$ cat config.mk
export PLATFORM = sky130hd
export DESIGN_NAME = tmr_mode_sequencer_flat
export DESIGN_NICKNAME = d
export VERILOG_FILES = /design/src/rtl/tmr_mode_sequencer_if.sv /design/src/rtl/tmr_mode_sequencer.sv /design/src/flat_wrapper.sv
export SDC_FILE = /design/constraint.sdc
export NUM_CORES = 1
export LEC_CHECK = 0
export ABC_CLOCK_PERIOD_IN_PS = 1700
export CORE_ASPECT_RATIO = 0.75
export CORE_MARGIN = 5
export CORE_UTILIZATION = 51
export DETAILED_ROUTE_END_ITERATION = 10
export GPL_TIMING_DRIVEN = 0
export PLACE_DENSITY = 0.77
export SETUP_SLACK_MARGIN = 0.3
export SLEW_MARGIN = 20
export SYNTH_ARGS = -nofsm -noshare
export SYNTH_HDL_FRONTEND = slang
export SYNTH_SLANG_ARGS = --single-unit
$ cat constraint.sdc
create_clock -name clk -period 1.7 [get_ports clk]
set_input_delay 0.34 -clock clk [delete_from_list [all_inputs] [get_ports clk]]
set_output_delay 0.34 -clock clk [all_outputs]
set_load 0.005 [all_outputs]
$ cat src/rtl/tmr_mode_sequencer_if.sv
// Handshake bundle between the TMR mode sequencer and its surroundings:
// proximity sensors and error pulses in, module enables and voter status out.
interface tmr_mode_sequencer_if;
    logic       f1;
    logic       f2;
    logic       b1;
    logic       b2;
    logic       err_pulse;
    logic [2:0] en;
    logic       tmr_active;
    logic [1:0] mode;
    logic [3:0] err_rate;

    modport master (
        output f1, f2, b1, b2, err_pulse,
        input  en, tmr_active, mode, err_rate
    );

    modport slave (
        input  f1, f2, b1, b2, err_pulse,
        output en, tmr_active, mode, err_rate
    );
endinterface

$ cat src/rtl/tmr_mode_sequencer.sv
// Dynamic TMR mode controller: windowed error-rate measurement, 3-of-4
// proximity trigger, and a SIMPLEX/WARMUP/TMR/COOLDOWN sequencer that keeps
// the voter disabled until spare modules have settled.
module tmr_mode_sequencer #(
    parameter int WINDOW = 16,
    parameter int ERR_TH = 5,
    parameter int WARMUP = 4,
    parameter int HOLD   = 8
) (
    input  logic                 clk,
    input  logic                 rst,
    tmr_mode_sequencer_if.slave  bus
);

    localparam int WIN_W  = (WINDOW > 1) ? $clog2(WINDOW) : 1;
    localparam int WARM_W = (WARMUP > 1) ? $clog2(WARMUP) : 1;
    localparam int HOLD_W = (HOLD   > 1) ? $clog2(HOLD)   : 1;

    localparam logic [WIN_W-1:0]  WIN_LAST  = WIN_W'(WINDOW - 1);
    localparam logic [WARM_W-1:0] WARM_LAST = WARM_W'(WARMUP - 1);
    localparam logic [HOLD_W-1:0] HOLD_LAST = HOLD_W'(HOLD - 1);
    localparam logic [3:0]        ERR_LIM   = 4'(ERR_TH);

    localparam logic [1:0] S_SIMPLEX  = 2'd0;
    localparam logic [1:0] S_WARMUP   = 2'd1;
    localparam logic [1:0] S_TMR      = 2'd2;
    localparam logic [1:0] S_COOLDOWN = 2'd3;

    // Add a single pulse to a 4-bit count, sticking at 15.
    function automatic logic [3:0] sat15(input logic [3:0] cnt, input logic inc);
        logic [4:0] sum;
        sum = {1'b0, cnt} + {4'b0000, inc};
        return sum[4] ? 4'hF : sum[3:0];
    endfunction

    logic [WIN_W-1:0]  win_cnt;
    logic [3:0]        mis_cnt;
    logic [3:0]        err_rate;
    logic [1:0]        state_q;
    logic [1:0]        state_n;
    logic [WARM_W-1:0] warm_cnt;
    logic [WARM_W-1:0] warm_n;
    logic [HOLD_W-1:0] hold_cnt;
    logic [HOLD_W-1:0] hold_n;
    logic [2:0]        en_q;
    logic              tmr_q;
    logic              sensor_hit;
    logic              trigger;

    assign sensor_hit = (bus.f2 & bus.b2 & (bus.f1 | bus.b1)) |
                        (bus.f1 & bus.b1 & (bus.f2 | bus.b2));
    assign trigger    = sensor_hit | (err_rate > ERR_LIM);

    // Free-running measurement window; a pulse on the closing cycle still counts.
    always_ff @(posedge clk) begin
        if (rst) begin
            win_cnt  <= '0;
            mis_cnt  <= '0;
            err_rate <= '0;
        end else if (win_cnt == WIN_LAST) begin
            win_cnt  <= '0;
            mis_cnt  <= '0;
            err_rate <= sat15(mis_cnt, bus.err_pulse);
        end else begin
            win_cnt  <= win_cnt + 1'b1;
            mis_cnt  <= sat15(mis_cnt, bus.err_pulse);
        end
    end

    // Next-state logic; warm-up ignores the trigger, cool-down needs HOLD quiet cycles.
    always_comb begin
        state_n = state_q;
        warm_n  = warm_cnt;
        hold_n  = hold_cnt;
        case (state_q)
            S_SIMPLEX: begin
                if (trigger) begin
                    state_n = S_WARMUP;
                    warm_n  = '0;
                end
            end
            S_WARMUP: begin
                if (warm_cnt == WARM_LAST) state_n = S_TMR;
                else                       warm_n  = warm_cnt + 1'b1;
            end
            S_TMR: begin
                if (!trigger) begin
                    state_n = S_COOLDOWN;
                    hold_n  = '0;
                end
            end
            S_COOLDOWN: begin
                if (trigger) begin
                    state_n = S_TMR;
                    hold_n  = '0;
                end else if (hold_cnt == HOLD_LAST) begin
                    state_n = S_SIMPLEX;
                end else begin
                    hold_n  = hold_cnt + 1'b1;
                end
            end
            default: state_n = S_SIMPLEX;
        endcase
    end

    // State and outputs decoded from the next state so they switch together with mode.
    always_ff @(posedge clk) begin
        if (rst) begin
            state_q  <= S_SIMPLEX;
            warm_cnt <= '0;
            hold_cnt <= '0;
            en_q     <= 3'b001;
            tmr_q    <= 1'b0;
        end else begin
            state_q  <= state_n;
            warm_cnt <= warm_n;
            hold_cnt <= hold_n;
            en_q     <= (state_n == S_SIMPLEX) ? 3'b001 : 3'b111;
            tmr_q    <= (state_n == S_TMR) || (state_n == S_COOLDOWN);
        end
    end

    assign bus.en         = en_q;
    assign bus.tmr_active = tmr_q;
    assign bus.mode       = state_q;
    assign bus.err_rate   = err_rate;

endmodule

$ cat src/flat_wrapper.sv
// flat-port wrapper written by rule: the top's interface ports become plain ports
module tmr_mode_sequencer_flat 
#(
    parameter int WINDOW = 16,
    parameter int ERR_TH = 5,
    parameter int WARMUP = 4,
    parameter int HOLD   = 8
)
  (clk, rst, bus_f1, bus_f2, bus_b1, bus_b2, bus_err_pulse, bus_en, bus_tmr_active, bus_mode, bus_err_rate);
  tmr_mode_sequencer_if bus_i ();
  input  logic clk;
  input  logic rst;
  input wire logic [$bits(bus_i.f1)-1:0] bus_f1;
  input wire logic [$bits(bus_i.f2)-1:0] bus_f2;
  input wire logic [$bits(bus_i.b1)-1:0] bus_b1;
  input wire logic [$bits(bus_i.b2)-1:0] bus_b2;
  input wire logic [$bits(bus_i.err_pulse)-1:0] bus_err_pulse;
  output wire logic [$bits(bus_i.en)-1:0] bus_en;
  output wire logic [$bits(bus_i.tmr_active)-1:0] bus_tmr_active;
  output wire logic [$bits(bus_i.mode)-1:0] bus_mode;
  output wire logic [$bits(bus_i.err_rate)-1:0] bus_err_rate;
  assign bus_i.f1 = bus_f1;
  assign bus_i.f2 = bus_f2;
  assign bus_i.b1 = bus_b1;
  assign bus_i.b2 = bus_b2;
  assign bus_i.err_pulse = bus_err_pulse;
  assign bus_en = bus_i.en;
  assign bus_tmr_active = bus_i.tmr_active;
  assign bus_mode = bus_i.mode;
  assign bus_err_rate = bus_i.err_rate;
  tmr_mode_sequencer #(.WINDOW(WINDOW), .ERR_TH(ERR_TH), .WARMUP(WARMUP), .HOLD(HOLD)) u_core (.clk(clk), .rst(rst), .bus(bus_i));
endmodule
## Word-level counts from Yosys, hierarchy flattened

Cells that the tools add are included.

| word-level totals | value |
|---|---|
| flip-flop bits (word level) | 23 |
| input port bits | 7 |
| output and inout port bits | 10 |

| operators by class | value |
|---|---|
| add/sub/neg operators | 4 |
| order comparisons | 1 |
| eq/ne operators | 12 |
| muxes and demuxes | 15 |
| bitwise gates (word level) | 8 |
| reductions and logical operators | 8 |

Operator list:

| kind | number |
|---|---|
| $mux 2 | 7 |
| $mux 3 | 4 |
| $eq 2x2->1 const B | 5 |
| $pmux 2 s4 | 1 |
| $pmux 3 s2 | 1 |
| $reduce_and 3->1 | 2 |
| $add 4x1->5 | 1 |
| $add 4x1->4 const B | 1 |
| $and 1x1->1 | 4 |
| $eq 4x4->1 const B | 1 |
| $gt 4x3->1 const B | 1 |
| $logic_not 2->1 | 2 |
| $mux 4 | 1 |
| $ne 2x2->1 const B | 2 |
| $or 1x1->1 | 4 |
| $pmux 2 s2 | 1 |
| $reduce_bool 2->1 | 2 |
| $add 3x1->3 const B | 1 |
| $eq 3x3->1 const B | 1 |
| $ne 3x2->1 const B | 1 |
| $add 2x1->2 const B | 1 |
| $eq 2x1->1 const B | 1 |
| $ne 2x1->1 const B | 1 |
| $reduce_or 2->1 | 1 |
| $logic_or 1x1->1 | 1 |

## Longest topological paths before layout

| depth | value |
|---|---|
| word-level depth | 8 |
| mapped depth | 6 |
| mapped depth without buffers | 6 |

## Worst setup path before layout

No wires, ideal clock.

| timing path | value |
|---|---|
| path type | in2reg |
| from | input port bus_err_pulse |
| to | register u_core.err_rate[3], in the netlist u_core.bus.err_rate[3] |
| arrival time | 1.229 ns |
| required time | 1.583 ns |
| path slack | 0.354 ns |
| cell stages on the path | 6 |
| buffers on the path | 0 |
| cells stage by stage | ha_1 > ha_1 > and4b_1 > a21oi_1 > mux2i_1 > nor2_1 |

| on the way | value |
|---|---|
| cells in the longest elaborated chain, start to end | 2 |

Ends and longest elaborated chain:

| element | RTL line | RTL |
|---|---|---|
| start, declared | flat_wrapper.sv:17 | `input wire logic [$bits(bus_i.err_pulse)-1:0] bus_err_pulse;` |
| $add 4x1->5 | tmr_mode_sequencer.sv:32 | `sum = {1'b0, cnt} + {4'b0000, inc};` |
| $mux 4 | tmr_mode_sequencer.sv:33 | `return sum[4] ? 4'hF : sum[3:0];` |
| end signal, assigned | tmr_mode_sequencer.sv:63 | `err_rate <= sat15(mis_cnt, bus.err_pulse);` |
| end, declared | tmr_mode_sequencer.sv:38 | `logic [3:0] err_rate;` |

Every way passes these cells.
A chain may end at the register's enable or synchronous reset.

## Worst setup path in the final report

| timing path | value |
|---|---|
| from | register u_core.err_rate[2], in the netlist u_core.bus.err_rate[2] |
| to | register u_core.hold_cnt[2] |

| on the way | value |
|---|---|
| cells in the longest elaborated chain, start to end | 4 |

Ends and longest elaborated chain:

| element | RTL line | RTL |
|---|---|---|
| $gt 4x3->1 (*) | tmr_mode_sequencer.sv:52 | `assign trigger = sensor_hit \| (err_rate > ERR_LIM);` |
| $or 1x1->1 (*) | tmr_mode_sequencer.sv:52 |  |
| $ne 3x2->1 (no source line) (tied with other cells) | - |  |
| $reduce_and 3->1 (no source line) or $pmux 3 s2 (tied branches) | - |  |
| end signal, assigned | tmr_mode_sequencer.sv:117 | `hold_cnt <= hold_n;` |
| end, declared | tmr_mode_sequencer.sv:43 | `logic [HOLD_W-1:0] hold_cnt;` |

Every way passes the cells marked *; elsewhere a longest branch is shown, timed or not.

==> summary.md <==
| Metric | Value |
|---|---|
| Worst clock skew on the final layout | `9.53 ps` |
| Antenna diode instance count | `0` |
| Clock root cell | `clkbuf_4` |
| Max Slew Vio Count | `0` |
| Maximum number of pins on one net before global-route repair | `13` |
| Row cnt | `13` |
| Met3 usage in global routing | `6.35%` |
| Data arrival at the endpoint of the critical path | `1590 ps` |
| Number of H-tree levels | `1` |
| Outcome | `finished clean` |
| Global route overflow | `0` |
| Setup Crit Path Kind | `reg -> reg` |
| Fraction of the yosys area taken by sequential cells | `41.7%` |
| Sink Count | `21` |
| Worst setup endpoint | `u_core.hold_cnt[2]` |
| Total design power | `0.000918 W` |
| Initial DRC Count | `30` |
| Share of Yosys cell area claimed by the top area cell type | `41.7%` |
| Maximum achievable frequency | `726 MHz` |
| Starting density of the core | `55.8%` |
| Final hold violation count | `0` |
| WL/cell | `16.5 um` |
| Peak-usage layer in the global routing report | `met2` |
| Beginning of the worst register-to-register path | `u_core.bus.err_rate[2]` |
| Setup crit end kind | `flop` |
| Vias | `929` |
| Number of setup violations in the final report | `0` |
| Global-route met2 utilization | `23.6%` |
| Launch point of the critical path | `u_core.bus.err_rate[2]` |
| Total track usage | `16.0%` |
| Depth of the worst register-to-register path | `5` |
| Buffer levels on the longest clock path | `2` |
| Req. time, crit path | `1910 ps` |
| Unique masters post-synth | `38` |
| Quantity of I/O buffers inserted on ports | `15` |
| Cell types occupying the most area after synthesis | `dfxtp_1 (42%), ha_1 (7.5%), a21oi_1 (4.5%)` |
| Vias in the first global route | `806` |
| Placer Congestion | `0.797` |
| Met1 usage | `21.6%` |
| Antenna viol nets, final | `0` |
| Fin crit share | `81.0%` |
| Final net count | `148` |
| Count of fill cells added during filler insertion | `131` |
| Number of antenna violations at the first check in global routing | `0` |
| Critical path startpoint category | `flop` |
| Proportion of layout cells with a drive suffix above 1 | `36.6%` |
| Flip-flop and latch count after synthesis | `21` |
| Wire length of the first global-routing pass | `3.66 mm` |
| Total Wirelength | `2.57 mm` |
| Number of top-level design ports | `17` |
| Worst r2r dst | `u_core.hold_cnt[2]` |
| Die Outline Area | `2970 um2` |
| Syn Std Cell Area | `1010 um2` |
| Y dimension of the die | `48.5 um` |
| Post-route minimum period | `1380 ps` |
| Number of CTS-inserted buffers | `3` |
| Die width | `61.3 um` |
| Minimum setup slack among reg-to-reg paths | `320 ps` |
| Count of max-cap constraint violations | `0` |
| Maximum vdd drop | `0.558 mV` |
| Path type of the worst min-delay path | `reg -> reg` |
| Number of nets produced by synthesis | `118` |
| Maximum fanout along the worst path | `4` |
| Synth Area per Inst | `9.59 um2` |
| Cell taking the most area after synthesis | `dfxtp_1` |
| Clk Latency, worst-skew pair | `310 ps` |
| Setup TNS | `0 ps` |
| Clock tree from TritonCTS | `done` |
| Signed area change from the synthesized netlist to the final layout | `36.9%` |
| Via-per-instance ratio | `5.96` |
| Clock slew at reported path FFs | `130 ps` |
| Number of cells produced by synthesis | `105` |
| Detailed Routing Iterations Pass 1 | `4` |
| Unrepaired setup endpoints after global routing | `no` |
| Ys Warns | `0` |
| Power density cells | `666 nW/um2` |
| Lkg Pwr | `0.603 nW` |
| Drt drc | `0` |
| Final HPWL DP | `1.56 mm` |
| Area of the placeable core | `1810 um2` |
-- how the worst min path moves through the flow --
| stage | from | end | slack (ps) | cells after the start |
|---|---|---|---|---|
| 2_1_floorplan | u_core.win_cnt[0] | u_core.win_cnt[0] | 430 | 1 |
| 3_3_place_gp | u_core.win_cnt[0] | u_core.win_cnt[0] | 440 | 1 |
| 3_5_place_dp | u_core.win_cnt[0] | u_core.win_cnt[0] | 450 | 1 |
| 4_1_cts | u_core.win_cnt[0] | u_core.win_cnt[0] | 430 | 1 |
| 5_1_grt | u_core.warm_cnt[1] | u_core.warm_cnt[1] | 520 | 1 |
| 6_report | u_core.warm_cnt[1] | u_core.warm_cnt[1] | 510 | 1 |
-- flip-flops by register name, summed over array words and instances (netlist names) --
name / cells
u_core.warm_cnt: 2
u_core.bus.err_rate: 4
u_core.win_cnt: 4
u_core.mis_cnt: 4
u_core.hold_cnt: 3
u_core.bus.en: 1
u_core.bus.tmr_active: 1
u_core.bus.mode: 2
-- cell type report --
cell class | count | area [um2] | area share (%)
buffer | 6 | 56.3 | 4.08
clock buffer | 3 | 22.5 | 1.63
clock inverter | 1 | 5.00 | 0.363
inverter | 3 | 11.3 | 0.817
multi-input combinational | 75 | 596 | 43.2
sequential | 21 | 434 | 31.5
tap | 22 | 27.5 | 2.00
timing repair buffer | 25 | 226 | 16.4
-- worst max-delay path: stages (launching register included) --
cell and delay [ps]:
dfxtp_2 350, buf_4 150, a21oi_2 210, and3_4 270, o21ai_4 90, a31o_1 210
-- cells in the final DEF (no fill, tap or decap), types with 4 or more instances in the layout --
cell type	count
a21oi_1	6
buf_4	12
dfxtp_1	12
dfxtp_2	8
dlygate4sd2_1	9
dlymetal6s2s_1	5
nand2_1	6
nor2_1	4
nor2_2	5
-- routing by layer --
| metal | share of wire (%) | wire length [um] | up-vias |
|---|---|---|---|
| met3 | 7.3 | 187 | 4 |
| met2 | 49 | 1260 | 42 |
| met4 | 0.66 | 17 | 0 |
| met1 | 43 | 1110 | 451 |
| li1 | - | - | 432 |
| met5 | 0 | 0 | - |
-- stage by stage --
stage	worst slack, ps	hold slack, ps	utilization (%)	instances	instance area [um2]
6_report	322	508	76.4	156	1380
5_1_grt	245	516	76.4	156	1380
4_1_cts	125	432	71.2	151	1280
3_5_place_dp	-195	448	65.6	142	1180
3_3_place_gp	-158	442	65.6	142	1180
2_1_floorplan	354	428	-	105	1010
-- cell families (layout without fill, tap and decap cells) --
group | count (synthesis) | count (layout) | share of synthesized area, %
AOI/OAI and AO/OA | 26 | 26 | 17.1
buffers and inverters | 9 | 38 | 6.71
xor gates and xnor gates | 2 | 2 | 1.74
and+or+nand+nor | 37 | 37 | 21.9
muxes | 3 | 3 | 2.98
DFF | 21 | 21 | 41.7
other | 1 | 1 | 0.372
adders and majority gates | 6 | 6 | 7.45
-- power breakdown --
part | leakage, nW | internal, W | switching (W)
Clock | 0.0177 | 0.0000880 | 0.000162
Sequential | 0.175 | 0.000512 | 0.0000181
Combinational | 0.410 | 0.0000706 | 0.0000679
-- synth_stat cells --
cell      count
mux2i_1       3
buf_2         1
conb_1        1
and4b_1       1
nand2_1       6
nor3_1        4
nor2b_1       2
buf_6         2
and3_1        2
o211ai_1      2
o32ai_1       1
nor2_1        4
nand3_1       3
o21ai_0       3
clkbuf_8      1
xor2_1        1
buf_4         2
nand3b_1      1
a21oi_1       9
nor2_2        5
dfxtp_1      21
inv_1         3
a211oi_1      2
ha_1          6
o21ai_2       1
a31o_2        1
o221a_1       1
nor2b_4       1
nor2_4        1
and3_4        1
nand4_1       1
nor4_1        1
and2_1        1
xnor2_1       1
nand2b_1      2
a31o_1        3
a31oi_1       3
or2_1         1
-- repair_timing --
item,4_1_cts,5_1_grt
endpoints found under the setup margin,16,16
pin swaps,2,5
hold buffers,0,0
gates cloned,0,0
gates resized for setup,25,14
setup buffers,5,5
Note: power is estimated with default switching activity, not from simulation.
